`config.mk`:
```
export PLATFORM = sky130hd
export DESIGN_NAME = axi_lite_master_seq
export DESIGN_NICKNAME = d
export VERILOG_FILES = /design/src/rtl/axi_lite_master_seq_pkg.sv /design/src/rtl/axi_lite_master_seq.sv
export SDC_FILE = /design/constraint.sdc
export NUM_CORES = 1
export LEC_CHECK = 0
export CORE_UTILIZATION = 44
export DETAILED_ROUTE_END_ITERATION = 10
export PLACE_DENSITY_LB_ADDON = 0.1
export SLEW_MARGIN = 25
export SYNTH_ARGS = -nofsm -noshare
export SYNTH_HDL_FRONTEND = slang
export SYNTH_SLANG_ARGS = --single-unit
export TNS_END_PERCENT = 20
```
`constraint.sdc`:
```
create_clock -name M_AXI_ACLK -period 2 [get_ports M_AXI_ACLK]
set_input_delay 0.4 -clock M_AXI_ACLK [delete_from_list [all_inputs] [get_ports M_AXI_ACLK]]
set_output_delay 0.4 -clock M_AXI_ACLK [all_outputs]
set_load 0.05 [all_outputs]
```
`src/rtl/axi_lite_master_seq_pkg.sv`:
```
// Shared types and AXI response codes for the AXI4-Lite command sequencer.
package axi_lite_master_seq_pkg;

  typedef enum logic [2:0] {IDLE, WRITE, WRESP, READ, RDATA, RSP} state_t;

  localparam logic [1:0] RESP_OKAY   = 2'b00;
  localparam logic [1:0] RESP_EXOKAY = 2'b01;
  localparam logic [1:0] RESP_SLVERR = 2'b10;
  localparam logic [1:0] RESP_DECERR = 2'b11;

endpackage

```
`src/rtl/axi_lite_master_seq.sv`:
```
// AXI4-Lite initiator: one command in, one single-beat read or write out, one response back.
// A sticky monitor flags any channel that waits too long for its handshake.
module axi_lite_master_seq
  import axi_lite_master_seq_pkg::*;
#(
  parameter int unsigned C_M_AXI_ADDR_WIDTH = 32,
  parameter int unsigned C_M_AXI_DATA_WIDTH = 32,
  parameter int unsigned TIMEOUT_CYCLES     = 1024
) (
  input  logic                          M_AXI_ACLK,
  input  logic                          M_AXI_ARESETN,
  input  logic                          cmd_valid,
  output logic                          cmd_ready,
  input  logic                          cmd_write,
  input  logic [C_M_AXI_ADDR_WIDTH-1:0] cmd_addr,
  input  logic [C_M_AXI_DATA_WIDTH-1:0] cmd_wdata,
  input  logic [3:0]                    cmd_wstrb,
  output logic                          rsp_valid,
  input  logic                          rsp_ready,
  output logic                          rsp_write,
  output logic [C_M_AXI_DATA_WIDTH-1:0] rsp_rdata,
  output logic [1:0]                    rsp_resp,
  output logic                          timeout_err,
  output logic [C_M_AXI_ADDR_WIDTH-1:0] M_AXI_AWADDR,
  output logic [2:0]                    M_AXI_AWPROT,
  output logic                          M_AXI_AWVALID,
  input  logic                          M_AXI_AWREADY,
  output logic [C_M_AXI_DATA_WIDTH-1:0] M_AXI_WDATA,
  output logic [3:0]                    M_AXI_WSTRB,
  output logic                          M_AXI_WVALID,
  input  logic                          M_AXI_WREADY,
  input  logic [1:0]                    M_AXI_BRESP,
  input  logic                          M_AXI_BVALID,
  output logic                          M_AXI_BREADY,
  output logic [C_M_AXI_ADDR_WIDTH-1:0] M_AXI_ARADDR,
  output logic [2:0]                    M_AXI_ARPROT,
  output logic                          M_AXI_ARVALID,
  input  logic                          M_AXI_ARREADY,
  input  logic [C_M_AXI_DATA_WIDTH-1:0] M_AXI_RDATA,
  input  logic [1:0]                    M_AXI_RRESP,
  input  logic                          M_AXI_RVALID,
  output logic                          M_AXI_RREADY
);

  localparam int unsigned CntW = (TIMEOUT_CYCLES > 0) ? $clog2(TIMEOUT_CYCLES + 1) : 1;
  localparam logic [CntW-1:0] CntMax = CntW'(TIMEOUT_CYCLES);

  state_t                          state_q, state_d;
  logic                            cmd_ready_q, cmd_ready_d;
  logic                            awvalid_q, awvalid_d, wvalid_q, wvalid_d, bready_q, bready_d;
  logic                            arvalid_q, arvalid_d, rready_q, rready_d;
  logic [C_M_AXI_ADDR_WIDTH-1:0]   awaddr_q, awaddr_d, araddr_q, araddr_d;
  logic [C_M_AXI_DATA_WIDTH-1:0]   wdata_q, wdata_d, rsp_rdata_q, rsp_rdata_d;
  logic [3:0]                      wstrb_q, wstrb_d;
  logic                            rsp_valid_q, rsp_valid_d, rsp_write_q, rsp_write_d;
  logic [1:0]                      rsp_resp_q, rsp_resp_d;
  logic                            timeout_q, timeout_d;
  logic [CntW-1:0]                 cnt_q, cnt_d;
  logic                            busy;

  always_comb begin
    state_d     = state_q;
    cmd_ready_d = cmd_ready_q;
    awvalid_d   = awvalid_q;
    wvalid_d    = wvalid_q;
    bready_d    = bready_q;
    arvalid_d   = arvalid_q;
    rready_d    = rready_q;
    awaddr_d    = awaddr_q;
    araddr_d    = araddr_q;
    wdata_d     = wdata_q;
    wstrb_d     = wstrb_q;
    rsp_valid_d = rsp_valid_q;
    rsp_write_d = rsp_write_q;
    rsp_rdata_d = rsp_rdata_q;
    rsp_resp_d  = rsp_resp_q;
    timeout_d   = timeout_q;
    cnt_d       = cnt_q;

    unique case (state_q)
      IDLE: begin
        cmd_ready_d = 1'b1;
        if (cmd_ready_q && cmd_valid) begin
          cmd_ready_d = 1'b0;
          if (cmd_write) begin
            state_d   = WRITE;
            awaddr_d  = cmd_addr;
            wdata_d   = cmd_wdata;
            wstrb_d   = cmd_wstrb;
            awvalid_d = 1'b1;
            wvalid_d  = 1'b1;
          end else begin
            state_d   = READ;
            araddr_d  = cmd_addr;
            arvalid_d = 1'b1;
          end
        end
      end
      WRITE: begin
        // AW and W retire independently; each VALID stays up until its own handshake.
        awvalid_d = awvalid_q & ~M_AXI_AWREADY;
        wvalid_d  = wvalid_q & ~M_AXI_WREADY;
        if (!awvalid_d && !wvalid_d) begin
          state_d  = WRESP;
          bready_d = 1'b1;
        end
      end
      WRESP: begin
        if (M_AXI_BVALID) begin
          state_d     = RSP;
          bready_d    = 1'b0;
          rsp_valid_d = 1'b1;
          rsp_write_d = 1'b1;
          rsp_rdata_d = '0;
          rsp_resp_d  = M_AXI_BRESP;
        end
      end
      READ: begin
        if (M_AXI_ARREADY) begin
          state_d   = RDATA;
          arvalid_d = 1'b0;
          rready_d  = 1'b1;
        end
      end
      RDATA: begin
        if (M_AXI_RVALID) begin
          state_d     = RSP;
          rready_d    = 1'b0;
          rsp_valid_d = 1'b1;
          rsp_write_d = 1'b0;
          rsp_rdata_d = M_AXI_RDATA;
          rsp_resp_d  = M_AXI_RRESP;
        end
      end
      RSP: begin
        if (rsp_ready) begin
          state_d     = IDLE;
          rsp_valid_d = 1'b0;
          cmd_ready_d = 1'b1;
        end
      end
      default: state_d = IDLE;
    endcase

    // Counter restarts on every state change and saturates at the limit.
    busy = (state_q == WRITE) || (state_q == WRESP) || (state_q == READ) || (state_q == RDATA);
    if ((TIMEOUT_CYCLES == 0) || !busy || (state_d != state_q)) begin
      cnt_d = '0;
    end else if (cnt_q != CntMax) begin
      cnt_d = cnt_q + CntW'(1);
      if (cnt_d == CntMax) timeout_d = 1'b1;
    end
  end

  always_ff @(posedge M_AXI_ACLK or negedge M_AXI_ARESETN) begin
    if (!M_AXI_ARESETN) begin
      state_q     <= IDLE;
      cmd_ready_q <= 1'b0;
      awvalid_q   <= 1'b0;
      wvalid_q    <= 1'b0;
      bready_q    <= 1'b0;
      arvalid_q   <= 1'b0;
      rready_q    <= 1'b0;
      awaddr_q    <= '0;
      araddr_q    <= '0;
      wdata_q     <= '0;
      wstrb_q     <= '0;
      rsp_valid_q <= 1'b0;
      rsp_write_q <= 1'b0;
      rsp_rdata_q <= '0;
      rsp_resp_q  <= '0;
      timeout_q   <= 1'b0;
      cnt_q       <= '0;
    end else begin
      state_q     <= state_d;
      cmd_ready_q <= cmd_ready_d;
      awvalid_q   <= awvalid_d;
      wvalid_q    <= wvalid_d;
      bready_q    <= bready_d;
      arvalid_q   <= arvalid_d;
      rready_q    <= rready_d;
      awaddr_q    <= awaddr_d;
      araddr_q    <= araddr_d;
      wdata_q     <= wdata_d;
      wstrb_q     <= wstrb_d;
      rsp_valid_q <= rsp_valid_d;
      rsp_write_q <= rsp_write_d;
      rsp_rdata_q <= rsp_rdata_d;
      rsp_resp_q  <= rsp_resp_d;
      timeout_q   <= timeout_d;
      cnt_q       <= cnt_d;
    end
  end

  assign cmd_ready     = cmd_ready_q;
  assign rsp_valid     = rsp_valid_q;
  assign rsp_write     = rsp_write_q;
  assign rsp_rdata     = rsp_rdata_q;
  assign rsp_resp      = rsp_resp_q;
  assign timeout_err   = timeout_q;
  assign M_AXI_AWADDR  = awaddr_q;
  assign M_AXI_AWPROT  = 3'b000;
  assign M_AXI_AWVALID = awvalid_q;
  assign M_AXI_WDATA   = wdata_q;
  assign M_AXI_WSTRB   = wstrb_q;
  assign M_AXI_WVALID  = wvalid_q;
  assign M_AXI_BREADY  = bready_q;
  assign M_AXI_ARADDR  = araddr_q;
  assign M_AXI_ARPROT  = 3'b000;
  assign M_AXI_ARVALID = arvalid_q;
  assign M_AXI_RREADY  = rready_q;

endmodule
```
# Word level (Yosys, flattened, before mapping)
# Cells that the tools add are included.
# word_totals
reg_bits	157
input_bits	114
output_inout_bits	149
elab_cells	106
# classes
n_addsub	1
n_eq_ne	16
n_mux	38
bitwise	6
n_reduce_logical	28
# op_table
operator	count
two-way mux 32 bit	2
case mux 32 bit (2 select lines)	1
two-way mux 11 bit	2
AND reduction 3 bit	7
two-way mux 3 bit	6
case mux 3 bit (6 select lines)	1
!= test 2 bit (second input constant)	8
two-way mux 1 bit	14
case mux 1 bit (2 select lines)	7
nonzero test 2 bit	7
adder 11 x 1 -> 11 bit (second input constant)	1
equality test 11 bit (second input constant)	1
!= test 11 bit (second input constant)	1
AND reduction 4 bit	2
equality test 3 x 2 -> 1 bit (second input constant)	2
equality test 3 bit (second input constant)	2
two-way mux 2 bit	3
logical OR 1 bit	4
inverter 1 bit	4
case mux 2 bit (2 select lines)	1
equality test 3 x 1 -> 1 bit (second input constant)	1
logical NOT 1 bit	3
logical NOT 3 bit	1
!= test 3 bit	1
5 further kinds	7

# Depth between registers and ports, before layout
# logic_depth
depth_word	10
ltp_mapped	8
mapped_depth_nobuf	7

# Worst setup path after synthesis
# OpenSTA, ideal clock, no wires.
# synth_path
kind	register -> register
from	reg cmd_ready_q, in the netlist cmd_ready
to	reg araddr_q[10], in the netlist M_AXI_ARADDR[10]
arrival_time_ns	1.701
slack_ns	0.174
stages_incl_launch_ff	5
path_buffers	1
period_less_slack_ns	1.826
path_cell_list	dfrtp_1 nand4bb_4 nor3_4 buf_6 mux2_2
# synth_between
elab_chain_len	2
# synth_rtl
element	line	text
start, declared	axi_lite_master_seq.sv:49	logic cmd_ready_q, cmd_ready_d;
start signal, assigned	axi_lite_master_seq.sv:176	cmd_ready_q <= cmd_ready_d;
logical AND 1 bit	axi_lite_master_seq.sv:83	if (cmd_ready_q && cmd_valid) begin
AND reduction 3 bit (no line)	n/a	
end signal, assigned	axi_lite_master_seq.sv:183	araddr_q <= araddr_d;
end, declared	axi_lite_master_seq.sv:52	logic [C_M_AXI_ADDR_WIDTH-1:0] awaddr_q, awaddr_d, araddr_q, araddr_d;
# No other way between the ends.
# A chain may end at the register's enable or synchronous reset.

# Worst setup path in the final report
# layout_path
from	reg rsp_rdata_q[13], in the netlist rsp_rdata[13]
to	out rsp_rdata[13]
# layout_lines
element	line	text
start, declared	axi_lite_master_seq.sv:53	logic [C_M_AXI_DATA_WIDTH-1:0] wdata_q, wdata_d, rsp_rdata_q, rsp_rdata_d;
start signal, assigned	axi_lite_master_seq.sv:188	rsp_rdata_q <= rsp_rdata_d;
end, declared	axi_lite_master_seq.sv:21	output logic [C_M_AXI_DATA_WIDTH-1:0] rsp_rdata,
# No word-level cell between the ends.

==> impl_metrics.csv <==
group,metric,value,unit
clock_network,postCtsSetupRepairBufs,0,
logic_synthesis,yosys_register_bits,157,
sta,holdWs,401,ps
logic_synthesis,synthMuxAreaShare,0.182,
detailed_routing,drc,0,
logic_synthesis,synth_fa_ha_area_frac,0.00567,
logic_synthesis,synthXorXnorAreaFrac,0.0132,
worst_setup_path,crit_chain,"clkdlybuf4s50_1",
finish,syn2layout_area_growth,53.6,%
placement,io_buffers,256,
power_and_ir_drop,ir_worst_vdd,1.33,mV
worst_setup_path,critical_path_class,"reg2out",
clock_network,root_buffer,"clkbuf_16",
logic_synthesis,synth-warning-count,0,
floorplanning,ios,263,
logic_synthesis,synth_compound_area_frac,0.0578,
logic_synthesis,netlist_top_cells_area,"dfrtp_1 (59%), mux2_2 (16%), nand2_1 (4.9%), o21ai_0 (2.7%), buf_6 (2.2%)",
finish,final_core_util,0.698,
sta,tns,0,ps
worst_setup_path,path_delay_family,"buffers and inverters",
worst_hold_path,worstHoldPathType,"in2async",
worst_setup_path,cp.required,1600,ps
clock_network,htree_levels,4,
logic_synthesis,netlist_area,6620,µm²
clock_network,clk_pin_slew,60,ps
sta,fin_crit_sh,0.979,
power_and_ir_drop,switching_power,9110,µW
logic_synthesis,syn_inst,522,
logic_synthesis,netlist-cell-type-count,48,
flow_run,drv_cap,0,
detailed_routing,drt-wirelength-per-cell,16.5,µm
detailed_routing,drt_iter0_markers,179,
logic_synthesis,async_flop_share,1.00,
power_and_ir_drop,p_total,19700,µW
logic_synthesis,yosys.area.top_type,"dfrtp_1",
detailed_routing,firstDrtPassIters,5,
clock_network,clkLatencyLatePin,420,ps
placement,routabilityCongestion,0.779,
detailed_routing,drtAntennaViolNets,0,
outcome,status,"completed",
logic_synthesis,syn_avg_cell_area,12.7,µm²
global_route,grt_max_degree,70,
clock_network,cts_tree,"built",
global_route,antenna_found_initial,0,
power_and_ir_drop,power.leakage,0.00536,µW
logic_synthesis,ys.flop_type,"dfrtp_1",
floorplanning,core,14600,µm²
sta,hold_viol,0,
power_and_ir_drop,p_int,10600,µW
floorplanning,die_h,125,µm
global_route,first_global_vias,5280,
finish,seq_area,3930,µm²
power_and_ir_drop,swShare,0.462,
floorplanning,fp.dieW,125,µm
sta,fin_skew,8.09,ps
placement,dp_hpwl,11800,µm
finish,antennaDiodeCount,0,
detailed_routing,drt-total-wl,16200,µm
finish,nNetsFinal,905,
finish,fill_cells,1053,
clock_network,cts.sinks,157,
clock_network,cts_buffer_depth,2,
detailed_routing,num_vias,4901,
detailed_routing,avgViaCountPerCell,4.98,
floorplanning,fp-row-count,44,
power_and_ir_drop,seq_power_share,0.272,
global_route,grt_pass1_wl,26500,µm
clock_network,cts_made_buffers,17,
worst_setup_path,crit_path_top_delay_cell,"clkdlybuf4s50_1",
finish,drive_above_1_share,0.220,
power_and_ir_drop,powerDensity,1940,nW/µm²
logic_synthesis,synth_top_area_frac,0.593,
floorplanning,start_util,0.454,
worst_setup_path,cp-start-kind,"flip-flop",
logic_synthesis,synth_top_family_by_area,"multiplexers",
global_route,grt_usage,0.218,
logic_synthesis,synth_edf_count,0,
logic_synthesis,synthSimpleGateAreaFrac,0.106,
global_route,overflow,0,
logic_synthesis,ys_seq_area_frac,0.593,
finish,multi_input_area,2440,µm²
sta,tightest_slew,559,ps
sta,relSlewSlack,0.629,
worst_setup_path,path_buf_inv,1,
power_and_ir_drop,pwr-share-comb,0.536,
floorplanning,die-area,15500,µm²
sta,period_needed,1960,ps
sta,rsz0062_at_grt,"no",
sta,max_freq,511,MHz
worst_setup_path,path_max_fanout,2,
worst_setup_path,end_kind,"primary output",
power_and_ir_drop,clockPowerShare,0.192,
worst_setup_path,cp_slowest_stage_delay,800,ps
sta,setup_viol_count_final,0,
worst_setup_path,worstPathArrival,1560,ps
sta,maxSlewViolCount,0,
-- flip-flops by register name (all words and copies together) (netlist names), 2 cells and up --
| register | cells |
|---|---|
| rsp_resp | 2 |
| cnt_q | 11 |
| M_AXI_AWADDR | 32 |
| M_AXI_ARADDR | 32 |
| M_AXI_WSTRB | 4 |
| rsp_rdata | 32 |
| state_q | 3 |
| M_AXI_WDATA | 32 |
-- placed cells by master, fill, tap and decap left out, types with 7 or more instances in the layout --
cell	netlist	layout
buf_4	6	25
bufinv_16	0	7
clkbuf_16	0	17
clkdlybuf4s50_1	0	113
dfrtp_1	157	157
dlygate4sd2_1	0	55
dlymetal6s2s_1	0	73
inv_1	7	7
mux2_2	92	92
mux2_4	8	8
nand2_1	87	86
nand2b_1	7	7
nor2_1	25	24
o21ai_0	36	36
xnor2_1	8	8
-- cell type report --
| class | instances | share of cell area |
|---|---|---|
| Clock buffer | 20 | 0.0449 |
| Clock inverter | 11 | 0.0232 |
| Multi-Input combinational cell | 331 | 0.240 |
| Sequential cell | 157 | 0.386 |
| Tap cell | 184 | 0.0226 |
| Inverter | 7 | 0.00258 |
| Timing Repair Buffer | 274 | 0.281 |
-- metal layers --
layer	vias to the layer above	GRT usage	routed length, µm	share of wire
met5	-	0	0	0
met4	0	0.101	452	0.028
met3	39	0.0803	1180	0.073
met2	176	0.368	8420	0.52
met1	2377	0.244	6190	0.38
li1	2309	-	-	-
-- Yosys cell counts (all sizes together) (4+ instances only) --
cell    count
dfrtp     157
mux2      101
nand2      88
o21ai      41
buf        27
nor2       26
xnor2       8
inv         7
nand2b      7
a21oi       6
a31oi       5
clkbuf      5
nand3       5
mux2i       4
nor3        4
-- per-stage QoR --
step                instance area [µm²]  cells  setup WS, ps
finish                            10200    984          42.2
global route                      10200    984         0.283
CTS                                9990    984         0.387
detailed placement                 9360    952         -51.5
global placement                   9360    952         -35.2
floorplan                          6640    527           174
-- logic make-up (layout without fill, tap and decap cells) --
kind of cell,after synthesis,count (layout)
AOI/OAI and AO/OA,64,64
xor gates and xnor gates,10,10
adders and majority gates,3,3
buffers and inverters,39,312
DFF,157,157
muxes,105,105
other,1,6
and+or+nand+nor,143,143
-- power by group through the flow --
stage / clock network [µW] / registers (µW) / logic (µW)
2_1_floorplan: 0 / 10300 / 2520
3_5_place_dp: 0 / 5460 / 11100
4_1_cts: 3850 / 5410 / 10800
3_3_place_gp: 0 / 5380 / 11000
5_1_grt: 3990 / 5570 / 11100
6_report: 3790 / 5370 / 10600
-- worst paths after layout --
kind                                from          endpoint  slack [ps]  cells past startpoint
min                        M_AXI_ARESETN     rsp_rdata[20]         400                      2
max reg2reg                   state_q[0]       timeout_err         170                      5
max                        rsp_rdata[13]     rsp_rdata[13]          40                      1
max in group asynchronous  M_AXI_ARESETN  M_AXI_ARADDR[17]         980                      3
min in group M_AXI_ACLK      timeout_err       timeout_err         470                      2
min reg2reg                  timeout_err       timeout_err         470                      2
-- what timing repair did --
item,in CTS,in global routing
hold buffers,1,0
setup endpoints to repair,55,73
pin swaps,0,0
endpoints found under the hold margin,20,0
gates resized for setup,55,73
No activity file was read; power rests on OpenSTA's default activity.
